==> src/rtl/pipeline_stall_ctrl.sv <==
// Pipeline stall/flush sequencer for the 5-stage RV32I core: turns hazard and
// memory handshake status into per-stage load enables, bubbles and perf counters.
module pipeline_stall_ctrl #(
   parameter int BR_TIMEOUT = 4,
   parameter int CNT_W      = 32
) (
   input  logic             clk,
   input  logic             rst_n,
   input  logic             imem_read,
   input  logic             imem_resp,
   input  logic             dmem_read,
   input  logic             dmem_write,
   input  logic             dmem_resp,
   input  logic             load_use_haz,
   input  logic             br_in_decode,
   input  logic             br_resolved,
   output logic             load_pc,
   output logic             load_decode,
   output logic             load_exec,
   output logic             load_mem,
   output logic             load_wb,
   output logic             flush_decode,
   output logic             flush_exec,
   output logic             br_timeout_err,
   output logic [CNT_W-1:0] stall_cycles,
   output logic [CNT_W-1:0] bubble_count
);

   localparam int TW = $clog2(BR_TIMEOUT);
   localparam logic [TW-1:0] TMAX = TW'(BR_TIMEOUT - 1);

   typedef enum logic [1:0] {
      INIT,
      RUN,
      LU,
      BR_WAIT
   } state_t;

   state_t        state;
   state_t        state_nxt;
   logic [TW-1:0] timer;
   logic [TW-1:0] timer_nxt;
   logic          err_set;
   logic          mem_stall;
   logic          stall_inc;
   logic          bubble_inc;

   assign mem_stall  = (imem_read & ~imem_resp) | ((dmem_read | dmem_write) & ~dmem_resp);
   assign stall_inc  = (state != INIT) & ~load_pc;
   assign bubble_inc = flush_decode | flush_exec;

   always_ff @(posedge clk or negedge rst_n) begin
      if (!rst_n) begin
         state          <= INIT;
         timer          <= '0;
         br_timeout_err <= 1'b0;
      end else begin
         state <= state_nxt;
         timer <= timer_nxt;
         if (err_set) begin
            br_timeout_err <= 1'b1;
         end
      end
   end

   // A memory stall freezes every stage and the FSM; all outputs stay zero.
   always_comb begin
      load_pc      = 1'b0;
      load_decode  = 1'b0;
      load_exec    = 1'b0;
      load_mem     = 1'b0;
      load_wb      = 1'b0;
      flush_decode = 1'b0;
      flush_exec   = 1'b0;
      state_nxt    = state;
      timer_nxt    = timer;
      err_set      = 1'b0;
      if (state == INIT) begin
         state_nxt = RUN;
      end else if (!mem_stall) begin
         case (state)
            RUN: begin
               if (load_use_haz) begin
                  load_exec  = 1'b1;
                  load_mem   = 1'b1;
                  load_wb    = 1'b1;
                  flush_exec = 1'b1;
                  state_nxt  = LU;
               end else if (br_in_decode) begin
                  load_decode  = 1'b1;
                  load_exec    = 1'b1;
                  load_mem     = 1'b1;
                  load_wb      = 1'b1;
                  flush_decode = 1'b1;
                  state_nxt    = BR_WAIT;
                  timer_nxt    = '0;
               end else begin
                  load_pc     = 1'b1;
                  load_decode = 1'b1;
                  load_exec   = 1'b1;
                  load_mem    = 1'b1;
                  load_wb     = 1'b1;
               end
            end
            LU: begin
               load_pc     = 1'b1;
               load_decode = 1'b1;
               load_exec   = 1'b1;
               load_mem    = 1'b1;
               load_wb     = 1'b1;
               state_nxt   = RUN;
            end
            BR_WAIT: begin
               load_decode  = 1'b1;
               load_exec    = 1'b1;
               load_mem     = 1'b1;
               load_wb      = 1'b1;
               flush_decode = 1'b1;
               // The fetch made with the held PC is discarded on exit as well.
               if (br_resolved) begin
                  load_pc   = 1'b1;
                  state_nxt = RUN;
               end else if (timer == TMAX) begin
                  load_pc   = 1'b1;
                  err_set   = 1'b1;
                  state_nxt = RUN;
               end else begin
                  timer_nxt = timer + TW'(1);
               end
            end
            default: begin
               state_nxt = INIT;
            end
         endcase
      end
   end

   // Saturating performance counters.
   always_ff @(posedge clk or negedge rst_n) begin
      if (!rst_n) begin
         stall_cycles <= '0;
         bubble_count <= '0;
      end else begin
         if (stall_inc && (stall_cycles != '1)) begin
            stall_cycles <= stall_cycles + CNT_W'(1);
         end
         if (bubble_inc && (bubble_count != '1)) begin
            bubble_count <= bubble_count + CNT_W'(1);
         end
      end
   end

endmodule

==> config.mk <==
export PLATFORM = sky130hd
export DESIGN_NAME = pipeline_stall_ctrl
export DESIGN_NICKNAME = d
export VERILOG_FILES = /design/src/rtl/pipeline_stall_ctrl.sv
export SDC_FILE = /design/constraint.sdc
export NUM_CORES = 1
export LEC_CHECK = 0
export ABC_AREA = 1
export BUFFER_PORTS_ARGS = -buffer_cell sky130_fd_sc_hd__buf_4
export CAP_MARGIN = 0
export CORE_UTILIZATION = 45
export DETAILED_ROUTE_END_ITERATION = 6
export GPL_ROUTABILITY_DRIVEN = 1
export HOLD_SLACK_MARGIN = 0.08
export MAX_ROUTING_LAYER = met4
export PLACE_DENSITY = 0.71
export RECOVER_POWER = 50
export SYNTH_ARGS = -nofsm -noshare
export SYNTH_HDL_FRONTEND = slang
export SYNTH_SLANG_ARGS = --single-unit
export TNS_END_PERCENT = 5
==> constraint.sdc <==
create_clock -name clk -period 2.3 [get_ports clk]
set_clock_uncertainty 0.2 [all_clocks]
set_input_delay 0.46 -clock clk [delete_from_list [all_inputs] [get_ports clk]]
set_output_delay 0.46 -clock clk [all_outputs]
set_load 0.01 [all_outputs]
==> results list, run 1 <==
- The run finished with clean final reports.
* Critical-path cell list: inv_1, nand2_2, inv_1, nand2_1, nand2_1, nand2_1, buf_4, inv_1, buf_4
- Post-route cell area: 5980 um^2
- Met1 global-route usage: 0.345
- In this run, synthesis produced a sequential element count of 69.
- Biggest cell delay along the critical path: between 400 and 500 ps
- For this design the total switching power over the nets is 1.53 mW.
* Power Internal: between 2 and 2.5 mW
* # Max-Cap Violations: 0
* Post-DP HPWL: 9690 um
* Number of levels the H-tree was split into: 3
- Die boundary width: between 100 and 150 um
* First-pass GRT wire length: about 22000 um
- Number of clock sinks: 69
* Clock root buffer master: sky130_fd_sc_hd__clkbuf_8
* Crit-path slowest cell: sky130_fd_sc_hd__dfrtp_1
- STA classifies the critical path startpoint as a register.
* Most frequent cells in the layout: sky130_fd_sc_hd__nand2_1, sky130_fd_sc_hd__buf_4, sky130_fd_sc_hd__nor2_1, sky130_fd_sc_hd__inv_1, sky130_fd_sc_hd__dfrtp_1
- The number of cells on the worst reg-to-reg path is 10.
- For this run the aggregate overflow at the end of global routing stands at 0.
- Highest-utilization routing layer at the global route stage: met2
* Number of vias after detailed routing: 5075
* Kind of critical path: reg -> out
- Grouping stages by cell kind, the critical path spends the most delay in buffers and inverters.
* Hold Path Depth: 2
* Count of filler cells inserted in the layout: 1031
- Number of failing hold endpoints at the final stage: 0
- Maximum count of clock buffers along a single path: 2
* Overall die height: 105 um
- The initial utilization of the core area, before any placement, comes to 0.464.
* Antenna violation net count after detailed routing: 0
* CTS tree: built
- Of all nets on the critical path, the largest fanout is 5.
- Fraction of the yosys area taken by sequential cells: 0.362
- Of the available clock period, the critical path in the final layout requires 0.954.
* Layout cells sized above 1: 0.173
* Mapped Nets: 782
- Most frequent standard cell in the layout excluding fill and tap cells: sky130_fd_sc_hd__nand2_1
- Insertion delay of the later-clocked pin in the worst-skew pair: 370 ps
* Routed Wire Length: 13400 um
* Maximum vdd drop: around 0.00055 V
- Number of I/O pins: 82
- Starting DRT DRC Count: roughly 400
* Clock Pin Slew Worst Setup and Hold Paths: 70 ps
- Mean post-synth cell area: 6.20 um^2
* Port Buf Inserts: a little over 80
- The initial antenna violation count came to 0.
* Fin worst setup slack: 106 ps
- For the worst setup path, the data required time is 1640 ps.
- In the synthesized netlist, the number of instances is 769.
* Leakage power figure: 3.17 nW
- Final RePlAce weighted congestion: 0.932
- Post-synthesis cell area: 4770 um^2
- The number of clock buffers added by TritonCTS is 9.
- Final setup violating endpoints: 0
* Layout Cells excl Fill: between 1000 and 1500
- Number of distinct standard cells referenced by the synthesized netlist: 26
- In this run the power density over the cells is 668 nW/um^2.
- Pin slew with the least headroom to its limit: 905 ps
- Of the total power, the clock network draws 0.269.
* Multi-input gate area: 2670 um^2
- During synthesis, Yosys emitted a total of 0 warnings.
* Core box area: approximately 10000 um^2
- Router iterations before antenna repair: 5
* Fraction of power consumed by sequential logic: 0.362
- GRT Util Overall: 0.259
- Area after DPL: 5710 um^2
- Count of final max-slew check failures: 0
- Avg Vias per Cell: 4.93
* Sw Ratio: 0.382
* Capturing element type of the critical path: output port
- Based on the critical path, the design can be clocked at up to 456 MHz.
- Share of power burned in combinational logic: 0.369
- The number of placed instances, taps included, is 1009.
* Critical path depth in cells: 9
- Measured on the finished design, the core utilization comes to 0.582.
* Die footprint: around 11000 um^2
* Area taken by flip-flops and latches: around 1700 um^2
- Final Critical Period: 2190 ps
- Worst slew margin: 0.397
- At the worst endpoint, the arrival time is 1530 ps.
- For met3 alone, demand over resource in global routing was 0.0331.
- Entering global routing, the biggest net connects 70 pins.
- After detailed routing, the average wire length per cell comes to 13.0 um.
- Number of placement rows: 37
- Relative to the synthesized area, the layout overhead comes to 25.5%.
- Setup slack after placement: -269 ps
- Remaining design rule violation count: 0
- The number of antenna diodes in the final layout is 0.
- Via count of the first global-routing pass: 4648
- For this run, global-route usage on met2 was measured as 0.406.
- Hold Crit Class: reg -> reg
* Net count of the finished layout: 902
- Buffers and inverters on the worst path: 5
==> registers in the layout, summed over array words and instances, names as in the netlist <==
signal and flops:
br_timeout_err 1, bubble_count 32, stall_cycles 32, state 2
timer 2
==> layer usage <==
metal / up-vias / wire (um)
li1: 2560 / -
met1: 2315 / 6240
met2: 184 / 6090
met3: 16 / 828
met4: 0 / 237
met5: - / 0
==> worst register-to-register path: stages, from the launching register on <==
cell and delay, ps:
sky130_fd_sc_hd__dfrtp_1 430, sky130_fd_sc_hd__ha_1 250, sky130_fd_sc_hd__nand3_2 130, sky130_fd_sc_hd__clkinv_2 120, sky130_fd_sc_hd__nand2_4 130, sky130_fd_sc_hd__nor2_4 60
sky130_fd_sc_hd__nand2_4 150, sky130_fd_sc_hd__nand2_8 130, sky130_fd_sc_hd__inv_4 280, sky130_fd_sc_hd__nand2_1 110, sky130_fd_sc_hd__nand2_1 70
==> logic make-up (layout without fill, tap and decap cells) <==
| logic type | after synthesis | count (layout) | synth area share |
|---|---|---|---|
| compound gates | 12 | 12 | 0.0136 |
| xor+xnor | 30 | 30 | 0.0551 |
| fa+ha+maj | 3 | 3 | 0.00787 |
| buf+inv | 87 | 211 | 0.0843 |
| flops | 69 | 69 | 0.362 |
| simple gates | 568 | 569 | 0.477 |
==> cells in the mapped netlist <==
master / number / area, um^2
sky130_fd_sc_hd__or2_2: 1 / 6.26
sky130_fd_sc_hd__nand2_4: 2 / 22.5
sky130_fd_sc_hd__a21oi_1: 2 / 10.0
sky130_fd_sc_hd__clkinv_2: 1 / 5.00
sky130_fd_sc_hd__o21ai_0: 5 / 25.0
sky130_fd_sc_hd__inv_1: 72 / 270
sky130_fd_sc_hd__nand2_2: 3 / 18.8
sky130_fd_sc_hd__nand3b_1: 2 / 15.0
sky130_fd_sc_hd__buf_4: 7 / 52.6
sky130_fd_sc_hd__o21ai_1: 3 / 15.0
sky130_fd_sc_hd__nor2_4: 3 / 33.8
sky130_fd_sc_hd__nand4_1: 4 / 25.0
sky130_fd_sc_hd__inv_4: 1 / 6.26
sky130_fd_sc_hd__nand2_1: 402 / 1510
sky130_fd_sc_hd__nand3_1: 37 / 185
sky130_fd_sc_hd__ha_1: 3 / 37.5
sky130_fd_sc_hd__xor2_1: 16 / 140
sky130_fd_sc_hd__nand3_2: 1 / 10.0
sky130_fd_sc_hd__o211ai_1: 1 / 7.51
sky130_fd_sc_hd__o31ai_1: 1 / 7.51
sky130_fd_sc_hd__nand2_8: 1 / 20.0
sky130_fd_sc_hd__buf_6: 6 / 67.6
sky130_fd_sc_hd__nor2_1: 109 / 409
sky130_fd_sc_hd__nor2_2: 3 / 18.8
sky130_fd_sc_hd__dfrtp_1: 69 / 1730
sky130_fd_sc_hd__xnor2_1: 14 / 123
==> power by group through the flow <==
stage	Sequential (mW)	Combinational [mW]	Clock [mW]
3_5_place_dp	1.46	1.41	0
5_1_grt	1.46	1.64	1.13
2_1_floorplan	1.53	0.894	0
3_3_place_gp	1.46	1.37	0
4_1_cts	1.44	1.43	1.08
6_report	1.44	1.48	1.08
==> stage by stage <==
step,TNS (ps),total power [mW],hold WS [ps]
finish,0,4.00,273
global route,-4.63,4.24,309
CTS,0,3.96,278
detailed placement,-7290,2.87,261
global placement,-6680,2.83,253
floorplan,0,2.43,-35.6
==> path summary, 6_finish.rpt <==
kind	startpoint	endpoint	slack (ps)
min reg2reg	br_timeout_err$_DFFE_PN0P_	br_timeout_err$_DFFE_PN0P_	270
max in group asynchronous	rst_n	bubble_count[31]$_DFFE_PN0P_	740
max	state[1]$_DFFE_PN0P_	load_pc	110
max reg2reg	bubble_count[0]$_DFFE_PN0P_	bubble_count[0]$_DFFE_PN0P_	180
min in group asynchronous	rst_n	stall_cycles[5]$_DFFE_PN0P_	570
min	br_timeout_err$_DFFE_PN0P_	br_timeout_err$_DFFE_PN0P_	270
==> repair_timing <==
| item | in CTS | in global routing |
|---|---|---|
| cloned | 0 | 1 |
| endpoints found under the setup margin | 32 | 37 |
| setup buffers | 0 | 2 |
| hold buffers | 2 | 0 |
| endpoints found under the hold margin | 70 | 0 |
| resized for setup | 1 | 4 |
| pin swaps | 0 | 2 |
==> layout make-up <==
class	instances	area share
sequential	69	0.289
multi-input combinational	614	0.446
clock buffer	12	0.0276
clock inverter	4	0.00753
tap	136	0.0284
timing repair buffer	121	0.155
inverter	74	0.0471
No activity file was read; power rests on OpenSTA's default activity.
==> run 2, diff against run 1 <==
--- a/config.mk
+++ b/config.mk
@@ -15,6 +15,7 @@
 export MAX_ROUTING_LAYER = met4
 export PLACE_DENSITY = 0.71
 export RECOVER_POWER = 50
+export REMOVE_ABC_BUFFERS = 1
 export SYNTH_ARGS = -nofsm -noshare
 export SYNTH_HDL_FRONTEND = slang
 export SYNTH_SLANG_ARGS = --single-unit
==> run 2 against run 1 <==
Total power decreased by 3.4%. Cell area decreased by 1.5%. Clock-buffer cell count decreased by 2. Clock power decreased by 5%. Die area unchanged. Maximum frequency decreased by 0.53%. Setup slack got worse by 12 ps. Critical path type unchanged. Critical endpoint unchanged.
==> results list, run 2 (synthesized netlist as in run 1, its figures left out) <==
- The count of buffering cells on the critical path with inverters included was 3 (was 5).
- The CTS tree is built (unchanged).
* Maximum vdd drop: 0.000443 V (was 0.000550 V)
* Number of I/O pins: 82 (unchanged)
- Top Registers: bubble_count (32), stall_cycles (32) (unchanged)
- Maximum fanout count along the critical path: 2 (was 5)
* GRT Util Overall: 0.251 (was 0.259)
- Avg Vias per Cell: 4.90 (was 4.93)
- The kind of critical path was reg -> out (unchanged).
- Final setup violating endpoints: 0 (unchanged)
- The post-detailed-route count of antenna-violating nets was 0 (unchanged).
- Router iterations before antenna repair: 5 (unchanged)
* Fin worst setup slack: 94.0 ps (was 106 ps)
* Routed Wire Length: 12700 um (was 13400 um)
- Capturing element type of the critical path: output port (unchanged)
- The detailed-route via count came to 5010 (was 5075).
- Worst hold-check slack: 89.7 ps (was 273 ps)
* Remaining design rule violation count: 0 (unchanged)
- Pin slew with the least headroom to its limit: 809 ps (was 905 ps)
- The first-pass GRT wire length was 21500 um (was 22000 um).
* Final Critical Period: 2210 ps (was 2190 ps)
- The number of hold violations in the final report is 0 (unchanged).
- Outcome: finished clean (unchanged).
- The total clock buffers created by CTS came to 9 (unchanged).
* Insertion delay of the later-clocked pin in the worst-skew pair: 360 ps (was 370 ps)
* Inserted Diodes: 0 (unchanged)
- Number of placement rows: 37 (unchanged)
- The final total negative setup slack is 0 ps (unchanged).
* Overall die height: 105 um (unchanged)
* Core box area: 10300 um^2 (unchanged)
- Number of clock sinks: 69 (unchanged)
- The chip width is 105 um (unchanged).
* Largest net degree at the start of global routing: 35 (was 70)
* Post-CTS Setup Inserts: 0 (unchanged)
* Routed len/inst: 12.4 um (was 13.0 um)
- The buffer type at the clock tree root is sky130_fd_sc_hd__clkbuf_8 (unchanged).
* Clock Pin Slew Worst Setup and Hold Paths: 80 ps (was 70 ps)
- Initial antenna violation count: 0 (unchanged)
- Number of levels the H-tree was split into: 3 (unchanged)
* Post-DP HPWL: 9740 um (was 9690 um)
* Category of cells accounting for the largest share of critical-path delay: flip-flops (was buffers and inverters)
- Most frequent standard cell in the layout excluding fill and tap cells: sky130_fd_sc_hd__nand2_1 (unchanged)
- The cell with the largest stage delay on the worst path is sky130_fd_sc_hd__dfrtp_1 (unchanged).
- In this design, the critical path's most frequently occurring cell is sky130_fd_sc_hd__nand2_1.
- The total design power is 3.86 mW (was 4.00 mW).
- The floorplan die area is 11000 um^2 (unchanged).
- Hold Crit Class: in -> reg (was reg -> reg)
* Signed area change from the synthesized netlist to the final layout: 23.6% (was 25.5%)
* CP Launch Type: register (unchanged)
- The residual overflow from global routing was 0 (unchanged).
- Critical-path cell list: ha_1, nor2_2, nand2_1, nand2_1, nand2_1, nand2_1, buf_4, inv_1, buf_4 (was inv_1, nand2_2, inv_1, nand2_1, nand2_1, nand2_1, buf_4, inv_1, buf_4).
- Highest attainable clock frequency: 453 MHz (was 456 MHz)
- Initial standard-cell utilization of the core: 0.464 (unchanged)
- Count of final max-slew check failures: 0 (unchanged)
* Setup slack after placement: -244 ps (was -269 ps)
- The headroom to the max-slew limit is 0.461 (was 0.397).
- Arrival time at the worst endpoint: 1550 ps (was 1530 ps)
- Port Buf Inserts: 81 (unchanged)
- Leakage power figure: 3.11 nW (was 3.17 nW)
- Net count of the finished layout: 895 (was 902)
* Setup repair after global routing missed its margin: true
* Most frequent cells in the layout: sky130_fd_sc_hd__nand2_1, sky130_fd_sc_hd__nor2_1, sky130_fd_sc_hd__buf_4, sky130_fd_sc_hd__inv_1, sky130_fd_sc_hd__dfrtp_1 (was sky130_fd_sc_hd__nand2_1, sky130_fd_sc_hd__buf_4, sky130_fd_sc_hd__nor2_1, sky130_fd_sc_hd__inv_1, sky130_fd_sc_hd__dfrtp_1)
- Starting DRT DRC Count: 212 (was 399)
- Maximum count of clock buffers along a single path: 2 (unchanged)
- Via count of the first global-routing pass: 4727 (was 4648)
- Pwr/cell area: 655 nW/um^2 (was 668 nW/um^2)
* Final RePlAce weighted congestion: 0.980 (was 0.932)
* # Max-Cap Violations: 0 (unchanged)
- The post-route clock period utilization came to 0.959 (was 0.954).
- Count of filler cells inserted in the layout: 1003 (was 1031)
* Layout cells sized above 1: 0.160 (was 0.173)
- The data required time at the worst endpoint came to 1640 ps (about the same).
- Biggest cell delay along the critical path: 380 ps (was 430 ps)
## run 2: changes by cell type in the layout (fill, tap and decap cells not counted), moves of 2 or more
cell / previous run / this run
sky130_fd_sc_hd__clkinvlp_4: 0 / 3
sky130_fd_sc_hd__clkbuf_8: 12 / 10
sky130_fd_sc_hd__clkbuf_1: 0 / 5
sky130_fd_sc_hd__buf_4: 118 / 105
sky130_fd_sc_hd__clkbuf_2: 0 / 2
## run 2: worst register-to-register path, stage by stage, from the launching register on
cell and delay (ps):
sky130_fd_sc_hd__dfrtp_1 380, sky130_fd_sc_hd__ha_1 210, sky130_fd_sc_hd__nand3_1 170, sky130_fd_sc_hd__nor2_1 110, sky130_fd_sc_hd__nand2_1 70, sky130_fd_sc_hd__nor2_1 70, sky130_fd_sc_hd__nor2_4 570, sky130_fd_sc_hd__nand2_1 130
sky130_fd_sc_hd__nand2_1 110
## run 2: cell type report
| type | count | area, um^2 | area share |
|---|---|---|---|
| multi-input combinational | 613 | 2650 | 0.449 |
| sequential | 69 | 1730 | 0.293 |
| timing repair buffer | 115 | 867 | 0.147 |
| inverter | 74 | 282 | 0.0478 |
| clock buffer | 10 | 138 | 0.0234 |
| tap | 136 | 170 | 0.0289 |
| clock inverter | 6 | 62.6 | 0.0106 |
## run 2: through the flow
step / std cells / util / area (um^2)
floorplan: 756 / - / 4650
global placement: 1006 / 0.556 / 5710
detailed placement: 1006 / 0.556 / 5710
CTS: 1023 / 0.577 / 5930
global route: 1023 / 0.573 / 5890
finish: 1023 / 0.573 / 5890
## run 2: report_power, final
part | switching, mW | leakage (nW) | total (mW) | internal [mW]
Sequential | 0.129 | 0.939 | 1.46 | 1.33
Clock | 0.504 | 0.0943 | 1.03 | 0.526
Combinational | 0.847 | 2.07 | 1.37 | 0.521
Total | 1.48 | 3.11 | 3.86 | 2.38
## run 2: worst paths after layout
check                                          endpoint  cells past startpoint                   startpoint  slack [ps]
setup / recovery                                load_pc                      9         timer[0]$_DFFE_PN0P_          90
hold / removal               br_timeout_err$_DFFE_PN0P_                      2                  br_resolved          90
setup reg to reg           stall_cycles[16]$_DFFE_PN0P_                      8  stall_cycles[0]$_DFFE_PN0P_         210
hold reg to reg              br_timeout_err$_DFFE_PN0P_                      2   br_timeout_err$_DFFE_PN0P_         270
max in group asynchronous  stall_cycles[26]$_DFFE_PN0P_                      3                        rst_n         360
min in group asynchronous   stall_cycles[2]$_DFFE_PN0P_                      2                        rst_n         520
## run 2: timing repair
| action | 4_1_cts | 5_1_grt |
|---|---|---|
| hold buffers | 1 | 0 |
| setup endpoints to repair | 32 | 33 |
| gates resized for setup | 1 | 1 |
| pin swaps | 0 | 2 |
| hold endpoints to repair | 31 | 0 |
## run 2: layer usage
| layer | GRT usage | vias up | wire length (um) |
|---|---|---|---|
| met4 | 0.102 | 0 | 283 |
| met2 | 0.438 | 128 | 6390 |
| met1 | 0.295 | 2322 | 5580 |
| li1 | - | 2538 | - |
| met5 | - | - | 0 |
| met3 | 0.0281 | 22 | 455 |
==> run 3, diff against run 2 <==
--- a/config.mk
+++ b/config.mk
@@ -6,7 +6,7 @@
 export NUM_CORES = 1
 export LEC_CHECK = 0
 export ABC_AREA = 1
-export BUFFER_PORTS_ARGS = -buffer_cell sky130_fd_sc_hd__buf_4
+export BUFFER_PORTS_ARGS = -buffer_cell sky130_fd_sc_hd__buf_2
 export CAP_MARGIN = 0
 export CORE_UTILIZATION = 45
 export DETAILED_ROUTE_END_ITERATION = 6
@@ -15,7 +15,6 @@
 export MAX_ROUTING_LAYER = met4
 export PLACE_DENSITY = 0.71
 export RECOVER_POWER = 50
-export REMOVE_ABC_BUFFERS = 1
 export SYNTH_ARGS = -nofsm -noshare
 export SYNTH_HDL_FRONTEND = slang
 export SYNTH_SLANG_ARGS = --single-unit
==> run 3 against run 2 <==
Sequential share of layout area up 1.5 points. Clock power is 11% higher. Flip-flop and latch count unchanged. Via count shrank 4.0%. Setup slack improved by 54 ps. Critical path type unchanged. Largest power group unchanged. Global-route usage fell by 1.0 points. Total power increased by 0.36%. Register-to-register slack is essentially flat. Critical path depth shrank 1. Largest cell class unchanged. Highest routed layer unchanged.
==> results list, run 3 (synthesized netlist as in run 1, its figures left out) <==
- Worst hold-check slack: 117 ps (was 89.7 ps)
* Most frequent standard cell in the layout excluding fill and tap cells: sky130_fd_sc_hd__nand2_1 (unchanged)
- The number of setup violations in the final report came to 0 (unchanged).
* Number of failing hold endpoints at the final stage: 0 (unchanged)
- The detailed-route via count is 4812 (was 5010).
* Most frequent cells in the layout: sky130_fd_sc_hd__nand2_1, sky130_fd_sc_hd__nor2_1, sky130_fd_sc_hd__buf_2, sky130_fd_sc_hd__inv_1, sky130_fd_sc_hd__dfrtp_1 (was sky130_fd_sc_hd__nand2_1, sky130_fd_sc_hd__nor2_1, sky130_fd_sc_hd__buf_4, sky130_fd_sc_hd__inv_1, sky130_fd_sc_hd__dfrtp_1)
- The number of post-CTS setup repair buffers was 0 (unchanged).
* Power spent charging and discharging nets: 1.43 mW (was 1.48 mW)
- The synthesis-to-finish area growth is 17.5% (was 23.6%).
- GRT Util Overall: 0.241 (was 0.251)
* Highest attainable clock frequency: 465 MHz (was 453 MHz)
- Layout Cells excl Fill: 1005 (was 1023)
- Number of placed instances with taps included: 988 (was 1006)
* Total negative slack for setup checks: 0 ps (unchanged)
- Finished Core Util: 0.545 (was 0.573)
- Number of levels the H-tree was split into: 3 (unchanged)
- The starting utilization of the core area came to 0.464 (unchanged).
- The type of the worst min-delay path is in -> reg (unchanged).
- FF-to-FF Start: bubble_count[0]$_DFFE_PN0P_ (was stall_cycles[0]$_DFFE_PN0P_)
- Pin slew with the least headroom to its limit: 797 ps (was 809 ps)
* Post-DP HPWL: 9170 um (was 9740 um)
- The count of TritonRoute iterations in the first routing pass came to 5 (unchanged).
- The clock latency on the worst-skew pair came to 350 ps (was 360 ps).
- Maximum vdd drop: 0.000446 V (was 0.000443 V)
- The maximum number of pins on one net before global-route repair is 38 (was 35).
- The post-detailed-route count of antenna-violating nets was 0 (unchanged).
- The number of inserted diodes came to 0 (unchanged).
- The portion of total power attributed to combinational logic is 0.324 (was 0.354).
* Area after DPL: 5380 um^2 (was 5710 um^2)
- The total of fill cells in the finished design is 1090 (was 1003).
- The residual overflow from global routing is 0 (unchanged).
- The share of layout cells above drive strength 1 is 0.145 (was 0.160).
- The number of core rows came to 37 (unchanged).
- The maximum fanout along the worst path came to 3 (was 2).
* Final Critical Period: 2150 ps (was 2210 ps)
- The max capacitance violation total is 0 (unchanged).
* Overall die height: 105 um (unchanged)
- The buffer type at the clock tree root is sky130_fd_sc_hd__clkbuf_8 (unchanged).
- First-pass GRT wire length: 20700 um (was 21500 um)
* Setup slack after placement: 115 ps (was -244 ps)
- The clock slew at the register clock pins of the worst setup and hold paths was 70 ps (was 80 ps).
- Routed Wire Length: 12000 um (was 12700 um)
* FF-to-FF path depth: 10 (was 8)
- Number of I/O pins: 82 (unchanged)
- Outcome: finished clean (unchanged).
- The max-slew violation total from the final report is 0 (unchanged).
- Fin worst setup slack: 147 ps (was 94.0 ps)
* Critical path destination: load_pc (unchanged)
- The category of the worst setup path capture point was an output port (unchanged).
- The via count of the first global-routing pass is 4424 (was 4727).
- The count of nets after finishing was 877 (was 895).
- Arrival time at the worst endpoint: 1490 ps (was 1550 ps)
* CP Launch Type: register (unchanged)
* Core box area: 10300 um^2 (unchanged)
* TritonCTS buffer count: 9 (unchanged)
- Routed len/inst: 12.0 um (was 12.4 um)
- Post-route cell area: 5600 um^2 (was 5890 um^2)
- The CTS tree is built (unchanged).
* Maximum count of clock buffers along a single path: 2 (unchanged)
- The total design power is 3.87 mW (was 3.86 mW).
* Setup slack of the most critical reg-to-reg path: 210 ps (about the same)
- The switching power as a share of total power is 0.369 (was 0.383).
- Final RePlAce weighted congestion: 0.935 (was 0.980)
- The initial antenna violation count came to 0 (unchanged).
- The headroom to the max-slew limit is 0.468 (was 0.461).
- Top Registers: bubble_count (32), stall_cycles (32) (unchanged)
- Die footprint: 11000 um^2 (unchanged)
* Pwr/cell area: 692 nW/um^2 (was 655 nW/um^2)
- The number of remaining DRC errors came to 0 (unchanged).
- The chip width is 105 um (unchanged).
* Kind of critical path: reg -> out (unchanged)
- The data required time at the worst endpoint was 1640 ps (about the same).
* Number of clock sinks: 69 (unchanged)
* Fraction of power consumed by sequential logic: 0.381 (was 0.379)
- Starting DRT DRC Count: 229 (was 212)
* Clock network fraction of total power: 0.295 (was 0.267)
- The internal portion of total power is 2.44 mW (was 2.38 mW).
- Terminus of the critical flop-to-flop path: bubble_count[28]$_DFFE_PN0P_ (was stall_cycles[16]$_DFFE_PN0P_)
- The post-route clock period utilization was 0.936 (was 0.959).
- Avg Vias per Cell: 4.79 (was 4.90)
- The leakage component of the power was 3.03 nW (was 3.11 nW).
* Launching instance or port of the critical path: timer[0]$_DFFE_PN0P_ (unchanged)
- Port Buf Inserts: 81 (unchanged)
## run 3: changes by cell type in the layout (fill, tap and decap cells not counted), sizes merged
cell      previous run  this run
clkinvlp             3         1
clkbuf              17        16
buf                107        93
bufinv               1         2
clkinv               3         1
## run 3: final cells by class
cell class	count	area (um^2)	area share
Clock buffer	13	159	0.0284
Clock inverter	3	67.6	0.0121
Inverter	74	282	0.0502
Multi-Input combinational cell	613	2650	0.472
Sequential cell	69	1730	0.308
Tap cell	136	170	0.0304
Timing Repair Buffer	97	552	0.0985
## run 3: power groups by stage
stage	Combinational [mW]	Sequential, mW	Clock, mW
6_report	1.25	1.48	1.14
5_1_grt	1.42	1.50	1.22
4_1_cts	1.26	1.48	1.18
3_5_place_dp	1.26	1.50	0
3_3_place_gp	1.25	1.50	0
2_1_floorplan	0.894	1.53	0
## run 3: what timing repair did
item | in CTS | in global routing
endpoints found under the hold margin | 32 | 0
setup endpoints to repair | 0 | 22
gates resized for setup | 0 | 2
hold buffers | 1 | 0
## run 3: worst min path at each step
stage | start | end | cells past startpoint
2_1_floorplan | rst_n | br_timeout_err$_DFFE_PN0P_ | 0
3_3_place_gp | rst_n | stall_cycles[3]$_DFFE_PN0P_ | 1
3_5_place_dp | rst_n | stall_cycles[6]$_DFFE_PN0P_ | 1
4_1_cts | br_resolved | br_timeout_err$_DFFE_PN0P_ | 2
5_1_grt | br_resolved | br_timeout_err$_DFFE_PN0P_ | 2
6_report | br_resolved | br_timeout_err$_DFFE_PN0P_ | 2
## run 3: routing by layer
layer / part of all wire / routed length (um) / up-vias / global-route usage
li1: - / - / 2506 / -
met2: 0.44 / 5350 / 146 / 0.375
met1: 0.49 / 5890 / 2146 / 0.330
met3: 0.054 / 646 / 14 / 0.0318
met4: 0.012 / 150 / 0 / 0.0674
met5: 0 / 0 / - / -
## run 3: critical path: stages, from the launching register on
cell and delay [ps]:
sky130_fd_sc_hd__dfrtp_1 400, sky130_fd_sc_hd__ha_1 220, sky130_fd_sc_hd__nor2_2 120, sky130_fd_sc_hd__nand2_1 70, sky130_fd_sc_hd__nand2_1 50, sky130_fd_sc_hd__nand2_1 50
sky130_fd_sc_hd__nand2_1 70, sky130_fd_sc_hd__inv_1 40, sky130_fd_sc_hd__buf_2 130
